==> src/rtl/qpsk_pkg.sv <==
// Shared definitions for the QPSK frame scheduler: FSM encoding, frame
// header byte and frame geometry helper.
package qpsk_pkg;

    localparam logic [2:0] ST_IDLE  = 3'd0;
    localparam logic [2:0] ST_GRANT = 3'd1;
    localparam logic [2:0] ST_LOAD  = 3'd2;
    localparam logic [2:0] ST_SEND  = 3'd3;
    localparam logic [2:0] ST_GAP   = 3'd4;

    typedef enum logic [2:0] {
        IDLE  = ST_IDLE,
        GRANT = ST_GRANT,
        LOAD  = ST_LOAD,
        SEND  = ST_SEND,
        GAP   = ST_GAP
    } state_t;

    localparam logic [7:0] HDR_BYTE = 8'hFF;

    // Each QPSK symbol carries two bits of the frame.
    function automatic int sym_per_frame(input int frame_w);
        return frame_w / 2;
    endfunction

endpackage

==> src/rtl/qpsk_rr_arb.sv <==
// Combinational round-robin picker: first valid requester at or above ptr,
// wrapping modulo NUM_REQ.
module qpsk_rr_arb #(
    parameter int NUM_REQ = 2
) (
    input  logic [NUM_REQ-1:0] valid,
    input  logic [2:0]         ptr,
    output logic [2:0]         grant,
    output logic               any_valid
);

    localparam int IW = (NUM_REQ > 1) ? $clog2(NUM_REQ) : 1;

    // rot_idx[k] is the requester sitting k positions after ptr.
    logic [2:0]         rot_idx [NUM_REQ];
    logic [NUM_REQ-1:0] rot_valid;

    genvar gi;
    generate
        for (gi = 0; gi < NUM_REQ; gi++) begin : g_rot
            assign rot_idx[gi]   = ((int'(ptr) + gi) >= NUM_REQ) ? 3'(int'(ptr) + gi - NUM_REQ)
                                                                 : 3'(int'(ptr) + gi);
            assign rot_valid[gi] = valid[IW'(rot_idx[gi])];
        end
    endgenerate

    always_comb begin
        grant     = 3'd0;
        any_valid = 1'b0;
        for (int k = NUM_REQ - 1; k >= 0; k--) begin
            if (rot_valid[IW'(k)]) begin
                grant     = rot_idx[IW'(k)];
                any_valid = 1'b1;
            end
        end
    end

endmodule

==> src/rtl/qpsk_frame_sched.sv <==
// Round-robin frame scheduler feeding one shared QPSK modulator.
// Optional header check enabled with `define QPSK_HDR_CHECK_EN.
module qpsk_frame_sched #(
    parameter int NUM_REQ     = 2,
    parameter int FRAME_W     = 40,
    parameter int CYC_PER_SYM = 100,
    parameter int GAP_CYC     = 4
) (
    input  logic                       clk,
    input  logic                       rst,
    input  logic                       en,
    input  logic [NUM_REQ-1:0]         req_valid,
    input  logic [NUM_REQ*FRAME_W-1:0] req_data,
    output logic [NUM_REQ-1:0]         req_ready,
    output logic [FRAME_W-1:0]         mod_data,
    output logic                       mod_load,
    output logic                       mod_busy,
    output logic                       sym_strobe,
    output logic [4:0]                 sym_idx,
    output logic [2:0]                 grant_id,
    output logic                       frame_done,
    output logic                       hdr_err
);

    import qpsk_pkg::*;

    localparam int NSYM = sym_per_frame(FRAME_W);
    localparam int IW   = (NUM_REQ > 1) ? $clog2(NUM_REQ) : 1;
    localparam int CW   = (CYC_PER_SYM > 1) ? $clog2(CYC_PER_SYM) : 1;
    localparam int GW   = (GAP_CYC > 1) ? $clog2(GAP_CYC) : 1;

    state_t             state_reg, state_next;
    logic [2:0]         grant_reg;
    logic [2:0]         ptr_reg;
    logic [2:0]         grant_id_reg;
    logic [FRAME_W-1:0] mod_data_reg;
    logic [4:0]         sym_idx_reg;
    logic [CW-1:0]      cyc_cnt_reg;
    logic [GW-1:0]      gap_cnt_reg;
    // Set for the single post-frame cycle that carries frame_done.
    logic               done_reg;

    logic [2:0]         arb_grant;
    logic               arb_any;
    logic [NUM_REQ-1:0] grant_hit;
    logic               grant_valid;
    logic [FRAME_W-1:0] grant_frame;
    logic [FRAME_W-1:0] masked_frame [NUM_REQ];
    logic               hdr_ok;
    logic               sym_last;

    qpsk_rr_arb #(.NUM_REQ(NUM_REQ)) u_arb (
        .valid     (req_valid),
        .ptr       (ptr_reg),
        .grant     (arb_grant),
        .any_valid (arb_any)
    );

    genvar gi;
    generate
        for (gi = 0; gi < NUM_REQ; gi++) begin : g_req
            assign grant_hit[gi]    = (grant_reg == 3'(gi));
            assign req_ready[gi]    = (state_reg == GRANT) && grant_hit[gi];
            assign masked_frame[gi] = grant_hit[gi] ? req_data[gi*FRAME_W +: FRAME_W] : '0;
        end
    endgenerate

    assign grant_valid = |(grant_hit & req_valid);

    always_comb begin
        grant_frame = '0;
        for (int i = 0; i < NUM_REQ; i++) begin
            grant_frame = grant_frame | masked_frame[IW'(i)];
        end
    end

`ifdef QPSK_HDR_CHECK_EN
    assign hdr_ok  = (grant_frame[FRAME_W-1 -: 8] == HDR_BYTE) && (grant_frame[7:0] == HDR_BYTE);
    assign hdr_err = (state_reg == GRANT) && grant_valid && !hdr_ok;
`else
    assign hdr_ok  = 1'b1;
    assign hdr_err = 1'b0;
`endif

    assign sym_last = (sym_idx_reg == 5'(NSYM - 1)) && (cyc_cnt_reg == CW'(CYC_PER_SYM - 1));

    always_comb begin
        state_next = state_reg;
        mod_load   = 1'b0;
        mod_busy   = 1'b0;
        sym_strobe = 1'b0;
        frame_done = 1'b0;
        case (state_reg)
            IDLE: begin
                if (en && arb_any) state_next = GRANT;
            end
            GRANT: begin
                state_next = (grant_valid && hdr_ok) ? LOAD : IDLE;
            end
            LOAD: begin
                mod_load   = 1'b1;
                mod_busy   = 1'b1;
                sym_strobe = 1'b1;
                state_next = SEND;
            end
            SEND: begin
                if (done_reg) begin
                    frame_done = 1'b1;
                    state_next = (GAP_CYC == 0) ? IDLE : GAP;
                end else begin
                    mod_busy   = 1'b1;
                    sym_strobe = (cyc_cnt_reg == '0);
                end
            end
            GAP: begin
                if (gap_cnt_reg == GW'(GAP_CYC - 1)) state_next = IDLE;
            end
            default: state_next = IDLE;
        endcase
    end

    always_ff @(posedge clk or posedge rst) begin
        if (rst) begin
            state_reg    <= IDLE;
            grant_reg    <= '0;
            ptr_reg      <= '0;
            grant_id_reg <= '0;
            mod_data_reg <= '0;
            sym_idx_reg  <= '0;
            cyc_cnt_reg  <= '0;
            gap_cnt_reg  <= '0;
            done_reg     <= 1'b0;
        end else begin
            state_reg <= state_next;
            case (state_reg)
                IDLE: begin
                    if (en && arb_any) grant_reg <= arb_grant;
                end
                GRANT: begin
                    // A header-rejected frame is still consumed, so ptr advances either way.
                    if (grant_valid) begin
                        ptr_reg      <= (grant_reg == 3'(NUM_REQ - 1)) ? 3'd0 : grant_reg + 3'd1;
                        grant_id_reg <= grant_reg;
                        if (hdr_ok) mod_data_reg <= grant_frame;
                    end
                    sym_idx_reg <= '0;
                    cyc_cnt_reg <= '0;
                    done_reg    <= 1'b0;
                end
                LOAD, SEND: begin
                    gap_cnt_reg <= '0;
                    if (done_reg) begin
                        done_reg <= 1'b0;
                    end else if (sym_last) begin
                        done_reg <= 1'b1;
                    end else if (cyc_cnt_reg == CW'(CYC_PER_SYM - 1)) begin
                        cyc_cnt_reg <= '0;
                        sym_idx_reg <= sym_idx_reg + 5'd1;
                    end else begin
                        cyc_cnt_reg <= cyc_cnt_reg + CW'(1);
                    end
                end
                GAP: begin
                    gap_cnt_reg <= gap_cnt_reg + GW'(1);
                end
                default: ;
            endcase
        end
    end

    assign mod_data = mod_data_reg;
    assign sym_idx  = sym_idx_reg;
    assign grant_id = grant_id_reg;

endmodule

==> config.mk <==
export PLATFORM = sky130hd
export DESIGN_NAME = qpsk_frame_sched
export DESIGN_NICKNAME = d
export VERILOG_FILES = /design/src/rtl/qpsk_pkg.sv /design/src/rtl/qpsk_rr_arb.sv /design/src/rtl/qpsk_frame_sched.sv
export SDC_FILE = /design/constraint.sdc
export NUM_CORES = 1
export LEC_CHECK = 0
export CORE_MARGIN = 3
export CORE_UTILIZATION = 37
export DETAILED_ROUTE_END_ITERATION = 12
export PLACE_DENSITY = 0.95
export SLEW_MARGIN = 25
export SYNTH_ARGS = -nofsm -noshare
export SYNTH_HDL_FRONTEND = slang
export SYNTH_SLANG_ARGS = --single-unit
export TNS_END_PERCENT = 100
==> constraint.sdc <==
create_clock -name clk -period 3.33 [get_ports clk]
set_clock_uncertainty 0.05 [all_clocks]
set_input_delay 0.4995 -clock clk [delete_from_list [all_inputs] [get_ports clk]]
set_output_delay 0.4995 -clock clk [all_outputs]
set_load 0.01 [all_outputs]
# Word-level counts from Yosys, hierarchy flattened
# Cells that the tools add are included.
# op_classes
n_addsub	5
magnitude_cmp	2
n_eq_ne	14
muxes	30
n_bitwise	1
n_reduce_logical	16
# op_table
cell	count
two-way mux 7 bit	3
two-way mux 3 bit	6
two-way mux 5 bit	3
case mux 3 bit (5 select lines)	1
case mux 7 bit (2 select lines)	1
inequality test 2 bit (second input constant)	6
two-way mux 1 bit	10
case mux 5 bit (2 select lines)	1
adder 7 x 1 -> 7 bit (second input constant)	1
equality test 7 bit (second input constant)	1
zero test 7 bit	1
equality test 3 x 1 -> 1 bit (second input constant)	2
equality test 3 x 2 -> 1 bit (second input constant)	2
zero test 3 bit	2
case mux 1 bit (2 select lines)	3
AND reduction 3 bit	2
adder 5 x 1 -> 5 bit (second input constant)	1
equality test 5 bit (second input constant)	1
logical AND 1 bit	4
case mux 2 bit (2 select lines)	1
AND reduction 2 bit	2
AND reduction 4 bit	1
nonzero test 2 bit	2
OR reduction 2 bit	2
9 further kinds	9
# totals
ff_bits	28
out_inout_bits	55
word_cells	77

# Longest topological paths before layout
# Gate-level depths: netlist (run 1).
# depth
ltp_word	8
depth_mapped	6
mapped_depth_nobuf	5

# Hierarchy
# Synthesis (run 1) repeated with hierarchy kept, for this count alone.
# hier_totals
hier_cells	202
area_unflattened_um2	1895.6
# by_module_without_submodules
mod	n_inst	cells_per_inst	area_each_um2
qpsk_frame_sched	1	197	1860.5
qpsk_rr_arb	1	5	35.0

# Worst setup path before layout (run 1)
# No wires, ideal clock.
# synth_timing
kind	register -> register
from	reg sym_idx_reg[0] (netlist: sym_idx[0])
to	reg sym_idx_reg[0] (netlist: sym_idx[0])
arrival_ns	1.743
setup_slack_ns	1.416
stages_incl_launch_ff	6
path_buffers	0
synth_period_minus_slack_ns	1.914
cell_sequence	dfrtp_1 -> ha_1 -> and4bb_4 -> and4b_4 -> mux2_4 -> a22o_1
# synth_between
elab_chain_cells	5
# synth_rtl
item	line	source
from (decl)	qpsk_frame_sched.sv:37	logic [4:0] sym_idx_reg;
from (signal assigned)	qpsk_frame_sched.sv:158	sym_idx_reg <= sym_idx_reg + 5'd1;
adder 5 x 1 -> 5 bit	qpsk_frame_sched.sv:158	
two-way mux 5 bit	qpsk_frame_sched.sv:156	end else if (cyc_cnt_reg == CW'(CYC_PER_SYM - 1)) begin
two-way mux 5 bit	qpsk_frame_sched.sv:154	end else if (sym_last) begin
two-way mux 5 bit	qpsk_frame_sched.sv:152	if (done_reg) begin
case mux 5 bit (2 select lines)	qpsk_frame_sched.sv:135	case (state_reg)
# Several ways; a longest one is shown, not always the timed one. The select of a mux whose other input is x is not followed.
# A chain may end at the register's enable or synchronous reset.

# Worst setup path in the final report (run 1)
# layout_timing
from	reg state_reg[2]
to	out req_ready[0]
# layout_between
elab_chain_cells	2
# layout_rtl
item	line	source
from (decl)	qpsk_frame_sched.sv:32	state_t state_reg, state_next;
from (signal assigned)	qpsk_frame_sched.sv:134	state_reg <= state_next;
equality test 3 x 1 -> 1 bit	qpsk_frame_sched.sv:63	assign req_ready[gi] = (state_reg == GRANT) && grant_hit[gi];
logical AND 1 bit	qpsk_frame_sched.sv:63	
to (decl)	qpsk_frame_sched.sv:14	output logic [NUM_REQ-1:0] req_ready,
# Every way passes these cells.

==> flow_summary.ini, run 1 <==
[synthesis]
async_flop_share = 1.00
yosys.area.top_type_share = 0.379
synth_nets = 273
syn_inst = 184
synth_top_area_cell = dfrtp_1
synth_edf_count = 0
synth.area.top_cells = dfrtp_1 38%, buf_4 16%, a22o_1 3.3%, mux2_2 3.0%, ha_1 2.7%
ys.warnings.count = 0
ys_seq_elements = 28
syn-mean-instance-area_um2 = 10.1
yosys_most_used_dff = dfrtp_1
ys_types = 49
syn_area_um2 = 1850
ys_seq_area_frac = 0.379

[cts]
post_cts_buffers = 0
clk_pin_slew_ps = 100
post_cts_resized = 0
htree_levels = 1
holdBufCountCts = 0
cts_sinks = 28
clk_path_buf_depth = 2
insertion_delay_ps = 280
numCtsBuffers = 3
cts_tree = built
ctsRootBufferMaster = clkbuf_8

[routing]
wirelength_mm = 3.41
drc = 0
drt-wirelength-per-cell_um = 12.8
drtIter0Drc = 34
vias_per_cell = 4.96
detail-route-antenna-nets = 0
via_count = 1325
drtPass1Iterations = 4

[critical_path]
cp_slowest_stage_delay_ps = 560
required_ps = 2780
path_class = reg2out
critPathTopFamily = simple AND/OR/NAND/NOR gates
arrival_ps = 2300
endpoint_kind = primary output
reg2reg_from = state_reg[1]
rr_worst_depth = 4
crit_slowest_cell = dfrtp_1
cp-start-kind = flip-flop
crit_chain = and2b_1, nor4b_2, nor2b_1, clkdlybuf4s50_1
worst-path-buf-inv = 1
rrSetupSlack_ps = 1220
r2r-end = cyc_cnt_reg[2]
worstPathMaxFanout = 16

[place]
place.gp.congestion = 0.782
dpl.hpwl_mm = 2.47
dp_cells = 263
placed_cell_area_um2 = 2180
dpl_worst_slack_ps = 835
portBuffers = 58

[sta]
min_period_ps = 2850
fin_crit_sh = 0.857
finalSetupViolCount = 0
tns_ps = 0
fmax_mhz = 350
rsz0062_at_grt = no
worstMarginPinSlew_ps = 604
drv_slew = 0
slew_headroom = 0.597
hold_viol_final = 0
worst_slack_ps = 476
hold_ws_ps = 463

[floorplanning]
die_width_um = 76.7
die_h_um = 76.7
fp.dieArea_um2 = 5890
core_um2 = 4790
initial_core_util = 0.387
num_rows = 25
num_io_pins = 140

[hold_path]
worstHoldPathType = reg2reg
min_from = ptr_reg[0]
min_to = ptr_reg[0]
holdPathStages = 1

[cells_and_area]
nets = 290
largest_reg_flops = 7
final_common_cell = clkdlybuf4s50_1
syn2layout_area_growth_pct = 21.5
most-common-layout-cells = 58 x clkdlybuf4s50_1, 27 x dfrtp_1, 10 x nor2_1
fin_cells = 267
final_util = 0.470
drive_above_1_share = 0.110
diodes = 0
finalInstanceArea_um2 = 2250
nFillCells = 446

[pwr]
p_per_area_nw_per_um2 = 773
power_leakage_nw = 1.02
ir_drop_mv = 0.370
power_mw = 1.74

[grt]
grt_max_degree = 42
groute.layer.met2.usage = 0.186
grt_overflow = 0
use_met3 = 0.0458
grtUsageMet1 = 0.137
antenna_found_initial = 0
busiest_layer = met2
grtUsageTotal = 0.115
grt_pass1_wl_mm = 5.62
first_global_vias = 1235

[outcome]
status = complete, no violations

[job]
max_cap_violations = 0
[worst max path at each step]
stage            startpoint            to  cells past startpoint
6_report       state_reg[2]  req_ready[0]                      4
4_1_cts        state_reg[2]  req_ready[0]                      4
3_3_place_gp   state_reg[2]  req_ready[0]                      4
3_5_place_dp   state_reg[2]  req_ready[1]                      4
2_1_floorplan    sym_idx[0]    sym_idx[0]                      5
5_1_grt        state_reg[2]  req_ready[0]                      4
[cell families (layout without fill, tap and decap cells)]
family / count (synthesis) / after routing / share of synthesized area
AO/OA/AOI/OAI: 32 / 32 / 0.135
flip-flops: 28 / 28 / 0.379
buffers and inverters: 53 / 69 / 0.197
XOR/XNOR: 1 / 1 / 0.00473
other: 1 / 1 / 0.00203
multiplexers: 8 / 8 / 0.0494
adder cells (fa/ha/maj): 4 / 4 / 0.0270
AND/OR/NAND/NOR: 57 / 57 / 0.206
[final cells by class]
| cell class | count | area (um2) | area share |
|---|---|---|---|
| clock buffer | 3 | 41.3 | 0.0184 |
| multi-input combinational | 103 | 785 | 0.349 |
| timing repair buffer | 58 | 581 | 0.258 |
| clock inverter | 1 | 30.0 | 0.0134 |
| tap | 67 | 83.8 | 0.0373 |
| inverter | 7 | 26.3 | 0.0117 |
| sequential | 28 | 702 | 0.312 |
[power breakdown]
group / switching [mW] / leakage [nW] / internal [mW]
clock network: 0.109 / 0.0357 / 0.161
registers: 0.147 / 0.359 / 0.413
logic: 0.376 / 0.621 / 0.531
total: 0.632 / 1.02 / 1.11
[cell usage after synthesis (all sizes together), types with 4 or more instances]
library cell / number
inv: 7
o21ai: 6
nand2: 5
nand3: 4
buf: 43
nor2: 11
ha: 4
a21oi: 5
a22o: 8
dfrtp: 28
nor2b: 6
and3: 7
nand2b: 4
mux2: 6
[worst register-to-register path, delay by kind of cell, from the launching register on]
kind	cells	cell delay, ps
simple gates	1	570
compound gates	3	690
flops	1	740
[per-layer routing]
| metal | share of wire | wire length [um] | vias up |
|---|---|---|---|
| li1 | - | - | 635 |
| met1 | 0.47 | 1590 | 626 |
| met2 | 0.42 | 1450 | 59 |
| met3 | 0.098 | 333 | 5 |
| met4 | 0.011 | 39 | 0 |
| met5 | 0 | 0 | - |
(Power assumes the default switching activity.)
==> run 2, diff against run 1 <==
--- a/config.mk
+++ b/config.mk
@@ -5,7 +5,6 @@
 export SDC_FILE = /design/constraint.sdc
 export NUM_CORES = 1
 export LEC_CHECK = 0
-export CORE_MARGIN = 3
 export CORE_UTILIZATION = 37
 export DETAILED_ROUTE_END_ITERATION = 12
 export PLACE_DENSITY = 0.95
==> run 2 against run 1 <==
Routed wire length is 2.5% higher. Sequential cell count stayed put. Maximum frequency is 1.0% higher. Worst setup slack better by 29 ps. Global-route usage is 2.7 points higher. Clock power hardly changed. Via count is 3.6% lower. Sequential power is 1% higher. Largest cell class unchanged.
==> flow_summary.ini, run 2 (same netlist as run 1, synthesis figures left out) <==
[sta]
fin_crit_sh = 0.848
fmax_mhz = 354
worstMarginPinSlew_ps = 585
drv_slew = 0
hold_viol_final = 0
tns_ps = 0
min_period_ps = 2820
slew_headroom = 0.610
finalSetupViolCount = 0
rsz0062_at_grt = no

[critical_path]
critPathTopFamily = simple AND/OR/NAND/NOR gates
crit_chain = and2b_1, nor4b_2, nor2b_1, clkdlybuf4s50_1
worst-path-buf-inv = 1
arrival_ps = 2280
cp-start-kind = flip-flop
worstPathMaxFanout = 16
crit_slowest_cell = dfrtp_1
cp_slowest_stage_delay_ps = 560
endpoint_kind = primary output
required_ps = 2780
path_class = reg2out

[grt]
grtUsageMet1 = 0.188
groute.layer.met2.usage = 0.229
first_global_vias = 1188
antenna_found_initial = 0
grt_pass1_wl_mm = 5.83
grtUsageTotal = 0.141
grt_overflow = 0
busiest_layer = met2
grt_max_degree = 42
use_met3 = 0.0373

[routing]
vias_per_cell = 4.78
via_count = 1277
drt-wirelength-per-cell_um = 13.1
drtPass1Iterations = 4
wirelength_mm = 3.49
drtIter0Drc = 144
drc = 0
detail-route-antenna-nets = 0

[cts]
clk_pin_slew_ps = 100
cts_tree = built
post_cts_resized = 0
insertion_delay_ps = 280
cts_sinks = 28
ctsRootBufferMaster = clkbuf_8
numCtsBuffers = 3
htree_levels = 1
post_cts_buffers = 0
holdBufCountCts = 0
clk_path_buf_depth = 2

[cells_and_area]
syn2layout_area_growth_pct = 21.5
nets = 290
largest_reg_flops = 7
final_common_cell = clkdlybuf4s50_1
diodes = 0
final_util = 0.473
most-common-layout-cells = 58 x clkdlybuf4s50_1, 27 x dfrtp_1, 10 x nor2_1
drive_above_1_share = 0.110

[pwr]
power_leakage_nw = 1.02
p_per_area_nw_per_um2 = 778
ir_drop_mv = 0.421

[place]
portBuffers = 58
dpl.hpwl_mm = 2.42
place.gp.congestion = 0.771

[outcome]
status = complete, no violations

[floorplanning]
die_width_um = 72.7
num_io_pins = 140
num_rows = 25
initial_core_util = 0.389
fp.dieArea_um2 = 5290
core_um2 = 4750
die_h_um = 72.7

[job]
max_cap_violations = 0

[hold_path]
worstHoldPathType = reg2reg
[run 2: cell counts in the layout (fill, tap and decap cells not counted)]
No cell type changed its count.
[run 2: final cells by class]
class	instances	area, um2
tap	67	83.8
clock inverter	1	30.0
fill	446	2510
sequential	28	702
inverter	7	26.3
timing repair buffer	58	581
clock buffer	3	41.3
multi-input combinational	103	785
[run 2: routing by layer]
layer | share of wire | wire length [um]
met5 | 0 | 0
met3 | 0.041 | 143
met4 | 0.0060 | 21
met2 | 0.49 | 1730
met1 | 0.46 | 1600
[run 2: path summary, 6_finish.rpt]
| kind | startpoint | end | slack (ps) | cells past startpoint |
|---|---|---|---|---|
| hold / removal | grant_reg[2] | grant_reg[2] | 460 | 2 |
| setup reg to reg | state_reg[1] | sym_idx[2] | 1240 | 4 |
| max in group asynchronous | rst | mod_data[0] | 2290 | 2 |
| hold reg to reg | grant_reg[2] | grant_reg[2] | 460 | 2 |
| min in group asynchronous | rst | grant_id[1] | 540 | 2 |
| setup / recovery | state_reg[2] | req_ready[0] | 510 | 4 |
[run 2: power breakdown]
group / internal [mW] / total (mW) / switching (mW)
sequential: 0.413 / 0.567 / 0.154
clock: 0.161 / 0.272 / 0.111
combinational: 0.531 / 0.911 / 0.380
[run 2: worst reg2reg max path, cell delays in order, from the launching register on]
cell and delay, ps:
dfrtp_1 710, or3b_1 570, nor2_8 150, a31oi_4 130, a221o_1 380
[run 2: stage by stage]
| step | total power [mW] | setup slack, ps | instances | cell area (um2) | hold WS [ps] |
|---|---|---|---|---|---|
| 6_report | 1.75 | 505 | 267 | 2250 | 458 |
| 5_1_grt | 1.86 | 371 | 267 | 2250 | 487 |
| 4_1_cts | 1.77 | 493 | 267 | 2250 | 468 |
| 3_5_place_dp | 1.49 | 845 | 263 | 2180 | 438 |
| 3_3_place_gp | 1.45 | 839 | 263 | 2180 | 421 |
| 2_1_floorplan | 1.24 | 1420 | 184 | 1850 | 410 |
==> run 3, diff against run 2 <==
--- a/config.mk
+++ b/config.mk
@@ -5,9 +5,9 @@
 export SDC_FILE = /design/constraint.sdc
 export NUM_CORES = 1
 export LEC_CHECK = 0
-export CORE_UTILIZATION = 37
+export CORE_UTILIZATION = 31
 export DETAILED_ROUTE_END_ITERATION = 12
-export PLACE_DENSITY = 0.95
+export PLACE_DENSITY = 0.88
 export SLEW_MARGIN = 25
 export SYNTH_ARGS = -nofsm -noshare
 export SYNTH_HDL_FRONTEND = slang
==> constraint.sdc (replaced) <==
create_clock -name clk -period 2.4 [get_ports clk]
set_clock_uncertainty 0.05 [all_clocks]
set_input_delay 0.36 -clock clk [delete_from_list [all_inputs] [get_ports clk]]
set_output_delay 0.36 -clock clk [all_outputs]
set_load 0.01 [all_outputs]
==> run 3 against run 2 <==
Sequential power increased by 21%. Via count up 3.1%. Combinational power is 57% higher. Worst hold slack lost 70 ps. Total power grew 42%. Cell count rose by 4.5%. Non-clock buffer count grew 7. Largest cell class unchanged. Highest routed layer unchanged.
==> flow_summary.ini, run 3 (same netlist as run 1, synthesis figures left out) <==
[critical_path]
worstPathMaxFanout = 15
cp-start-kind = flip-flop
endpoint_kind = primary output
arrival_ps = 1850
path_class = reg2out
required_ps = 1990

[sta]
finalSetupViolCount = 0
worst_slack_ps = 136
fin_crit_sh = 0.943
hold_viol_final = 0
worstMarginPinSlew_ps = 468
fmax_mhz = 442
min_period_ps = 2260
drv_slew = 0
slew_headroom = 0.680
rsz0062_at_grt = no
tns_ps = 0

[pwr]
ir_drop_mv = 0.427
power_leakage_nw = 1.10
p_per_area_nw_per_um2 = 1070
p_sw_mw = 0.896
pwr-share-seq = 0.276
pwr-share-comb = 0.574
clkPwrFrac = 0.150
p_sw_frac = 0.360
p_int_mw = 1.59

[floorplanning]
core_um2 = 5640
initial_core_util = 0.328
fp.dieArea_um2 = 6280
num_io_pins = 140
die_h_um = 79.3
num_rows = 27
die_width_um = 79.3

[cells_and_area]
final_common_cell = clkdlybuf4s50_1
final_util = 0.413
finalInstanceArea_um2 = 2330
most-common-layout-cells = 56 x clkdlybuf4s50_1, 28 x dfrtp_1, 10 x nor2_1
largest_reg_flops = 7
drive_above_1_share = 0.145
syn2layout_area_growth_pct = 26.0
nFillCells = 551
nets = 297
diodes = 0

[grt]
first_global_vias = 1297
grt_max_degree = 42
grt_overflow = 0
grtUsageTotal = 0.126
antenna_found_initial = 0
grt_pass1_wl_mm = 6.22

[cts]
cts_sinks = 28
htree_levels = 1
ctsRootBufferMaster = clkbuf_8
numCtsBuffers = 3
cts_tree = built
clk_pin_slew_ps = 100
clk_path_buf_depth = 2
insertion_delay_ps = 280

[place]
place.gp.congestion = 0.838
placed_cell_area_um2 = 2220
dpl.hpwl_mm = 2.67
portBuffers = 58
dpl_worst_slack_ps = 241

[routing]
drc = 0
drt-wirelength-per-cell_um = 13.5
drtPass1Iterations = 4
wirelength_mm = 3.76
via_count = 1317
detail-route-antenna-nets = 0
drtIter0Drc = 138
vias_per_cell = 4.72

[hold_path]
worstHoldPathType = in2async

[job]
max_cap_violations = 0

[outcome]
status = complete, no violations
## run 3: cell count changes in the layout (fill, tap and decap cells not counted), sizes merged
cell | before | now
clkdlybuf4s50 | 58 | 56
buf | 0 | 7
dlymetal6s2s | 0 | 2
## run 3: worst max-delay path: stages, from the launching register on
cell	delay, ps
dfrtp_1	390
buf_4	190
nand2b_1	220
a21oi_2	210
clkdlybuf4s50_1	560
## run 3: timing repair
| item | 4_1_cts | 5_1_grt |
|---|---|---|
| setup buffers | 1 | 1 |
| hold endpoints to repair | 0 | 0 |
| resized for setup | 1 | 5 |
| hold buffers | 0 | 0 |
| setup endpoints to repair | 2 | 4 |
## run 3: final cells by class
type	instances	area (um2)	share of cell area
multi-input combinational	103	805	0.345
sequential	28	701	0.301
timing repair buffer	65	638	0.274
tap	72	90.1	0.0386
clock buffer	3	41.3	0.0177
clock inverter	1	30.0	0.0129
inverter	7	26.3	0.0113
## run 3: path summary, 6_finish.rpt
| kind | depth (start not counted) | end | start | slack (ps) |
|---|---|---|---|---|
| setup / recovery | 4 | mod_busy | state_reg[2] | 140 |
| hold / removal | 3 | grant_id[2] | rst | 390 |
| setup reg to reg | 5 | sym_idx[0] | cyc_cnt_reg[0] | 380 |
| hold reg to reg | 1 | ptr_reg[0] | ptr_reg[0] | 440 |
| max in group asynchronous | 3 | cyc_cnt_reg[5] | rst | 1640 |
| min in group clk | 1 | ptr_reg[0] | ptr_reg[0] | 440 |
## run 3: power by group through the flow
stage	logic [mW]	clock network (mW)	registers, mW
floorplan	0.990	0	0.731
global placement	1.37	0	0.692
detailed placement	1.40	0	0.697
CTS	1.43	0.386	0.682
global route	1.54	0.397	0.707
finish	1.43	0.372	0.687
## run 3: per-layer routing
metal,vias up,part of all wire,wire length (um),global-route usage
met1,638,0.43,1630,0.149
li1,645,-,-,-
met3,5,0.032,119,0.0230
met2,29,0.52,1960,0.223
met5,-,0,0,0
met4,0,0.013,49,0.0509
## run 3: per-stage QoR
stage / std cells / total power [mW] / hold WS, ps
3_5_place_dp: 273 / 2.10 / 426
2_1_floorplan: 184 / 1.72 / 375
4_1_cts: 278 / 2.49 / 397
6_report: 279 / 2.49 / 388
3_3_place_gp: 273 / 2.06 / 419
5_1_grt: 279 / 2.65 / 440
